File: src/rtl/lfsr_batch_sequencer.sv
// lfsr_batch_sequencer: runs one LFSR batch (cfg, seed, N steps with stores, average-HD divide and store)
module lfsr_batch_sequencer #(
  parameter int DW  = 8,
  parameter int HDW = 11
) (
  input  logic          clk,
  input  logic          reset,
  input  logic          start,
  input  logic          abort,
  input  logic [DW-2:0] tap_cfg,
  input  logic [DW-1:0] seed,
  input  logic [DW-1:0] run_len,
  input  logic [DW-1:0] base_addr,
  output logic          cfg_we,
  output logic [DW-2:0] tap_out,
  output logic          seed_load,
  output logic [DW-1:0] seed_out,
  output logic          lfsr_step,
  input  logic [DW-1:0] lfsr_q,
  output logic          mem_we,
  output logic [DW-1:0] mem_addr,
  output logic [DW-1:0] mem_wdata,
  input  logic          mem_ready,
  output logic          busy,
  output logic          done,
  output logic [DW-1:0] avg
);
  localparam int CW = $clog2(HDW);
  typedef enum logic [2:0] {IDLE, CFG, SEED, STEP, WRITE, DIV, AVGWR, DONE} state_t;
  state_t state, state_nx;
  logic [DW-1:0] n, base, idx, prev, rem;
  logic [HDW-1:0] hd_total, quo_nx;
  logic [CW-1:0] cnt;
  logic [DW:0] trial;
  logic ge, last;
  // hd_total doubles as the dividend/quotient shift register during DIV
  assign trial = {rem, hd_total[HDW-1]};
  assign ge = trial >= {1'b0, n};
  assign quo_nx = {hd_total[HDW-2:0], ge};
  assign last = cnt == CW'(HDW - 1);
  always_ff @(posedge clk or negedge reset)
    if (!reset) state <= IDLE;
    else state <= state_nx;
  always_comb begin
    state_nx = state;
    cfg_we = state == CFG;
    seed_load = state == SEED;
    lfsr_step = state == STEP;
    mem_we = state == WRITE || state == AVGWR;
    mem_addr = state == WRITE ? base + idx : state == AVGWR ? base + n : '0;
    mem_wdata = state == WRITE ? lfsr_q : state == AVGWR ? avg : '0;
    busy = state != IDLE;
    done = state == DONE;
    case (state)
      IDLE:  state_nx = start ? CFG : IDLE;
      CFG:   state_nx = SEED;
      SEED:  state_nx = n == '0 ? DONE : STEP;
      STEP:  state_nx = WRITE;
      WRITE: state_nx = !mem_ready ? WRITE : idx == n - DW'(1) ? DIV : STEP;
      DIV:   state_nx = last ? AVGWR : DIV;
      AVGWR: state_nx = mem_ready ? DONE : AVGWR;
      DONE:  state_nx = IDLE;
    endcase
    if (abort) state_nx = IDLE;
  end
  always_ff @(posedge clk or negedge reset)
    if (!reset) begin
      tap_out <= '0;
      seed_out <= '0;
      n <= '0;
      base <= '0;
      idx <= '0;
      prev <= '0;
      hd_total <= '0;
      rem <= '0;
      cnt <= '0;
      avg <= '0;
    end else if (!abort) begin
      if (state == IDLE && start) begin
        tap_out <= tap_cfg;
        seed_out <= seed;
        n <= run_len;
        base <= base_addr;
        idx <= '0;
        hd_total <= '0;
        rem <= '0;
        cnt <= '0;
      end
      if (state == SEED) begin
        prev <= seed_out;
        if (n == '0) avg <= '0;
      end
      if (state == WRITE && mem_ready) begin
        hd_total <= hd_total + HDW'($countones(lfsr_q ^ prev));
        prev <= lfsr_q;
        idx <= idx + DW'(1);
      end
      if (state == DIV) begin
        rem <= ge ? DW'(trial - {1'b0, n}) : trial[DW-1:0];
        hd_total <= quo_nx;
        cnt <= cnt + CW'(1);
        if (last) avg <= quo_nx[DW-1:0];
      end
    end
endmodule

File: config.mk
export PLATFORM = sky130hd
export DESIGN_NAME = lfsr_batch_sequencer
export DESIGN_NICKNAME = d
export VERILOG_FILES = /design/src/rtl/lfsr_batch_sequencer.sv
export SDC_FILE = /design/constraint.sdc
export NUM_CORES = 1
export LEC_CHECK = 0
export CORE_MARGIN = 1
export CORE_UTILIZATION = 49
export DETAILED_ROUTE_END_ITERATION = 12
export GPL_TIMING_DRIVEN = 0
export MAX_ROUTING_LAYER = met4
export PLACE_DENSITY = 0.74
export SYNTH_ARGS = -nofsm -noshare
export SYNTH_HDL_FRONTEND = slang
export SYNTH_SLANG_ARGS = --single-unit
File: constraint.sdc
create_clock -name clk -period 4.1 [get_ports clk]
set_input_delay 1.23 -clock clk [delete_from_list [all_inputs] [get_ports clk]]
set_output_delay 1.23 -clock clk [all_outputs]
set_load 0.01 [all_outputs]
==> impl_metrics.json, run 1 <==
{
  "route.detailed.drc": 0,
  "yosysSeqAreaShare": 0.388,
  "diodes": 0,
  "placed_cell_area_sq_mm": 0.00632,
  "avgViaCountPerCell": 5.81,
  "wl_per_cell_microns": 17.5,
  "relSlewSlack": 0.425,
  "critical_path_class": "in -> reg",
  "numCtsBuffers": 9,
  "power_frac_clock": 0.157,
  "finalHoldViolations": 0,
  "clk_latency_ns": 0.37,
  "io_pins": 89,
  "drtIter0Drc": 246,
  "rows": 37,
  "synth_edf_count": 0,
  "postSynthRegisterBits": 81,
  "clkTransAtPathRegs_ns": 0.09,
  "power.density_mw_per_mm2": 620,
  "finalWirelength_mm": 14.0,
  "core_sq_mm": 0.0103,
  "cts_max_path_buffers": 2,
  "first_pass_iters": 5,
  "first_global_vias": 4501,
  "cp.required_ns": 4.36,
  "switching_power_w": 0.00164,
  "hold_class": "reg -> reg",
  "root_buffer": "clkbuf_8",
  "path_max_fanout": 2,
  "switching_share": 0.390,
  "initial_core_util": 0.506,
  "grt-ovfl-total": 0,
  "grt_max_degree": 60,
  "die-area_sq_mm": 0.0111,
  "yosysUniqueCellTypes": 63,
  "maxSlewViolCount": 0,
  "drive_gt1_frac": 0.107,
  "critPathLaunchType": "input pin",
  "clock-sinks": 81,
  "antenna_found_initial": 0,
  "whs_ns": 0.491,
  "async_flop_share": 1.00,
  "place.detailed.hpwl_mm": 10.1,
  "intPower_w": 0.00256,
  "grt_util_all_layers": 0.267,
  "min_period_over_period": 1.07,
  "hold_depth": 1,
  "ys.warnings.count": 0,
  "postSynthAreaPerCell_sq_um": 9.59,
  "ant_nets": 0,
  "vias": 4629,
  "max-vdd-ir-drop_v": 0.000465,
  "synth-main-ff-cell": "dfrtp_1",
  "cp-end-kind": "flip-flop",
  "syn-cell-area_sq_mm": 0.00523,
  "h-tree-depth": 3,
  "tightest_slew_ns": 0.858,
  "p_comb_frac": 0.566,
  "r2r_cells": 14,
  "gp_congestion": 0.841,
  "rsz0062_at_grt": "yes",
  "hold_buffers": 0,
  "die_w_microns": 105,
  "cap_violations": 0,
  "netlist_instances": 545,
  "design_area_sq_mm": 0.00677,
  "io_buffers": 88,
  "pwr-share-seq": 0.277,
  "syn2layout_area_growth_pct": 29.4,
  "cts_tree": "yes",
  "synth_nets": 630,
  "violations": "setup timing",
  "finalWorstSetupSlack_ns": -0.304,
  "grt_pass1_wl_mm": 22.6,
  "clock_skew_ns": 0.0134,
  "critPathArrivalTime_ns": 4.67,
  "die_h_microns": 105,
  "fmaxAchievable_mhz": 227,
  "setup-violations-final": 9,
  "status": "finished with violations",
  "leakage_nw": 2.92,
  "post-route-min-period_ns": 4.40,
  "nets": 742
}
## path summary, 6_finish.rpt
| check | start | endpoint | slack, ns |
|---|---|---|---|
| max in group asynchronous | reset | n[0] | 2.72 |
| min in group asynchronous | reset | hd_total[8] | 0.75 |
| worst min register to register | tap_out[6] | tap_out[6] | 0.49 |
| worst max register to register | prev[2] | hd_total[10] | 0.15 |
| worst min-delay path | tap_out[6] | tap_out[6] | 0.49 |
| worst max-delay path | lfsr_q[2] | hd_total[10] | -0.30 |
## state kept, by name (all words and copies together) (netlist names)
name      cells
n             8
base          8
avg           8
seed_out      8
state         3
hd_total     11
rem           8
cnt           4
tap_out       7
prev          8
idx           8
## cell usage in the layout (no fill, tap or decap), types with 10 or more instances in the layout
| cell | count |
|---|---|
| o21ai_0 | 26 |
| nor2_1 | 52 |
| buf_4 | 10 |
| a22o_1 | 20 |
| a31oi_1 | 12 |
| xor2_1 | 21 |
| clkbuf_8 | 10 |
| o21ai_1 | 16 |
| xnor2_1 | 20 |
| a21oi_1 | 14 |
| nand2_1 | 51 |
| dfrtp_1 | 78 |
| ha_1 | 33 |
| inv_1 | 24 |
| clkbuf_1 | 14 |
| clkdlybuf4s50_1 | 84 |
| mux2_1 | 22 |
## power groups by stage
stage	logic [W]	clock network [W]	registers, W
global placement	0.00176	0	0.00116
detailed placement	0.00184	0	0.00117
global route	0.00260	0.000699	0.00119
finish	0.00237	0.000658	0.00116
CTS	0.00202	0.000672	0.00116
floorplan	0.00132	0	0.00114
## per-stage QoR
stage	TNS [ns]	util	power (W)	worst slack, ns	cells
4_1_cts	-0.747	0.646	0.00386	-0.286	792
6_report	-1.33	0.655	0.00419	-0.304	797
3_5_place_dp	-8.44	0.613	0.00301	-1.13	770
3_3_place_gp	-98.94	0.610	0.00292	-1.14	769
2_1_floorplan	-0.719	-	0.00246	-0.377	545
5_1_grt	-2.23	0.655	0.00449	-0.383	797
## layout make-up
cell class              count  area [sq um]
inverters                  26          97.6
clock buffers              11           141
well taps                 136           170
multi-input cells         417          3140
fillers                   809          3560
flip-flops and latches     81          2030
clock inverters             4          76.3
plain buffers              21          90.1
repair buffers            101          1020
## metal layers
layer / GRT usage / wire (microns) / part of all wire / up-vias
li1: - / - / - / 2181
met1: 0.355 / 6270 / 0.45 / 2284
met2: 0.409 / 6710 / 0.48 / 131
met3: 0.0489 / 623 / 0.045 / 33
met4: 0.0966 / 353 / 0.025 / 0
met5: - / 0 / 0 / -
## synth_stat cells (12+ instances only)
cell type | instances | share of area
dfrtp_1 | 81 | 0.39
nor2_1 | 52 | 0.037
nand2_1 | 51 | 0.037
ha_1 | 33 | 0.079
o21ai_0 | 31 | 0.030
inv_1 | 26 | 0.019
xor2_1 | 23 | 0.039
mux2_1 | 22 | 0.047
xnor2_1 | 21 | 0.035
a22o_1 | 20 | 0.034
a21oi_1 | 18 | 0.017
clkbuf_1 | 13 | 0.0093
o21ai_1 | 13 | 0.012
a31oi_1 | 12 | 0.014
## cell families after synthesis
kind of cell / share of synthesized area
adder cells (fa/ha/maj): 0.110
buffers and inverters: 0.0359
XOR/XNOR: 0.0737
AO/OA/AOI/OAI: 0.196
multiplexers: 0.0589
AND/OR/NAND/NOR: 0.138
flip-flops: 0.388
## repair_timing
item                                   in CTS  in global routing
endpoints found under the hold margin       0                  0
setup buffers                               8                  5
setup endpoints to repair                  22                 11
pin swaps                                  14                  8
resized for setup                          33                 14
## critical path, stage by stage
cell	delay [ns]
buf_8	0.10
xor2_4	0.15
fa_1	0.49
fa_1	0.51
inv_2	0.05
fa_1	0.55
fa_2	0.22
inv_2	0.05
fa_2	0.35
a21o_1	0.18
a21o_1	0.21
nand3_2	0.10
nor2_1	0.06
a32o_1	0.21
a22o_1	0.21
Power figures use the tool's default switching activity.
==> run 2: changes to the inputs <==
--- a/config.mk
+++ b/config.mk
@@ -11,6 +11,7 @@
 export GPL_TIMING_DRIVEN = 0
 export MAX_ROUTING_LAYER = met4
 export PLACE_DENSITY = 0.74
+export SLEW_MARGIN = 25
 export SYNTH_ARGS = -nofsm -noshare
 export SYNTH_HDL_FRONTEND = slang
 export SYNTH_SLANG_ARGS = --single-unit
==> impl_metrics.json, run 2 (synthesized netlist as in run 1, its figures left out) <==
{
  "status": "finished with violations",
  "violations": "setup timing",
  "finalWorstSetupSlack_ns": -0.233,
  "placed_cell_area_sq_mm": 0.00633,
  "grtUsageMet3": 0.0439,
  "route.detailed.drc": 0,
  "r2r_start": "prev[2]",
  "power_frac_clock": 0.157,
  "r2r_slack_ns": 0.29,
  "root_buffer": "clkbuf_8",
  "grt_pass1_wl_mm": 22.1,
  "initial_core_util": 0.506,
  "grtUsageMet1": 0.350,
  "maxSlewViolCount": 0,
  "cap_violations": 0,
  "intPower_w": 0.00230,
  "avgViaCountPerCell": 5.78,
  "busiest_layer": "met2",
  "nets": 737,
  "post-route-min-period_ns": 4.33,
  "vias": 4581,
  "fin_cells": 793,
  "switching_share": 0.402,
  "drtIter0Drc": 250,
  "largest_register_ffs": 11,
  "first_global_vias": 4438,
  "cts_max_path_buffers": 2,
  "wl_per_cell_microns": 17.2,
  "placed_cells": 770,
  "cp.required_ns": 4.36,
  "switching_power_w": 0.00155,
  "hold_buffers": 0,
  "place.detailed.hpwl_mm": 10.2,
  "cp-end-kind": "flip-flop",
  "critPathLaunchType": "input pin",
  "design_area_sq_mm": 0.00669,
  "rows": 37,
  "io_buffers": 88,
  "ant_nets": 0,
  "cts_tree": "yes",
  "fmaxAchievable_mhz": 231,
  "max-vdd-ir-drop_v": 0.000378,
  "antenna_found_initial": 0,
  "r2r_cells": 14,
  "die_w_microns": 105,
  "startpoint": "lfsr_q[0]",
  "clkTransAtPathRegs_ns": 0.09,
  "clock_skew_ns": 0.0120,
  "fin_tns_setup_ns": -0.575,
  "hold_class": "reg -> reg",
  "clock-sinks": 81,
  "p_comb_frac": 0.542,
  "numCtsBuffers": 9,
  "finalHoldViolations": 0,
  "min_period_over_period": 1.06,
  "grt_max_degree": 47,
  "tightest_slew_ns": 0.867,
  "die-area_sq_mm": 0.0111,
  "power.density_mw_per_mm2": 576,
  "die_h_microns": 105,
  "pwr-share-seq": 0.302,
  "path_max_fanout": 3,
  "h-tree-depth": 3,
  "reg2reg_to": "hd_total[10]",
  "drive_gt1_frac": 0.0989,
  "finalWirelength_mm": 13.6,
  "mostFrequentLayoutCell": "clkdlybuf4s50_1",
  "core_sq_mm": 0.0103,
  "regMostFlops": "hd_total",
  "critPathArrivalTime_ns": 4.59,
  "gp_congestion": 0.841,
  "rsz0062_at_grt": "yes",
  "diodes": 0,
  "clk_latency_ns": 0.37,
  "grt-ovfl-total": 0,
  "setup-violations-final": 5,
  "critical_path_class": "in -> reg",
  "io_pins": 89,
  "grt_util_all_layers": 0.260,
  "syn2layout_area_growth_pct": 27.9,
  "met2_usage": 0.398,
  "crit_end": "hd_total[10]",
  "first_pass_iters": 5,
  "leakage_nw": 2.87,
  "relSlewSlack": 0.419,
  "layout_common_cells": "clkdlybuf4s50_1 (84), dfrtp_1 (77), nor2_1 (52)"
}
[run 2: worst min path at each step]
stage	start	slack, ns	depth (start not counted)	end
2_1_floorplan	rem[7]	0.45	2	rem[7]
4_1_cts	rem[7]	0.49	2	rem[7]
3_3_place_gp	rem[7]	0.47	2	rem[7]
3_5_place_dp	rem[7]	0.47	2	rem[7]
5_1_grt	tap_out[2]	0.50	1	tap_out[2]
6_report	tap_out[2]	0.49	1	tap_out[2]
[run 2: metrics by stage]
stage,utilization,setup WS [ns],hold slack (ns),total power [W]
after floorplan,-,-0.377,0.449,0.00246
final,0.648,-0.233,0.491,0.00385
after global placement,0.610,-1.14,0.468,0.00292
after global routing,0.648,-0.292,0.503,0.00414
after CTS,0.643,-0.316,0.492,0.00375
after detailed placement,0.613,-1.11,0.473,0.00301
[run 2: cell type report]
class                   count  area, sq um
fillers                   840         3640
multi-input cells         417         3120
flip-flops and latches     81         2030
repair buffers             96          971
well taps                 136          170
clock buffers              10          138
inverters                  26         97.6
plain buffers              21         90.1
clock inverters             6         65.1
[run 2: what timing repair did]
action	in CTS	in global routing
setup buffers	7	1
setup endpoints to repair	12	11
pin swaps	14	9
resized for setup	29	10
gates cloned	0	0
[run 2: metal layers]
metal | up-vias | wire length, microns | share of wire
met1 | 2254 | 6360 | 0.47
met4 | 0 | 255 | 0.019
li1 | 2177 | - | -
met3 | 24 | 613 | 0.045
met5 | - | 0 | 0
met2 | 126 | 6380 | 0.47
[run 2: worst max-delay path, stage by stage]
cell and delay, ns:
buf_8 0.10, xor2_2 0.18, fa_1 0.50, fa_1 0.52, inv_2 0.04, fa_1 0.49
fa_2 0.22, inv_2 0.04, fa_2 0.34, a21o_1 0.17, a21o_1 0.18, nand3_2 0.10
nor2_1 0.06, a32o_1 0.21, a22o_1 0.21
[run 2: power groups by stage]
| stage | registers [W] | logic [W] | clock network, W |
|---|---|---|---|
| 2_1_floorplan | 0.00114 | 0.00132 | 0 |
| 3_3_place_gp | 0.00116 | 0.00176 | 0 |
| 3_5_place_dp | 0.00117 | 0.00185 | 0 |
| 4_1_cts | 0.00116 | 0.00198 | 0.000611 |
| 5_1_grt | 0.00119 | 0.00230 | 0.000653 |
| 6_report | 0.00116 | 0.00209 | 0.000603 |
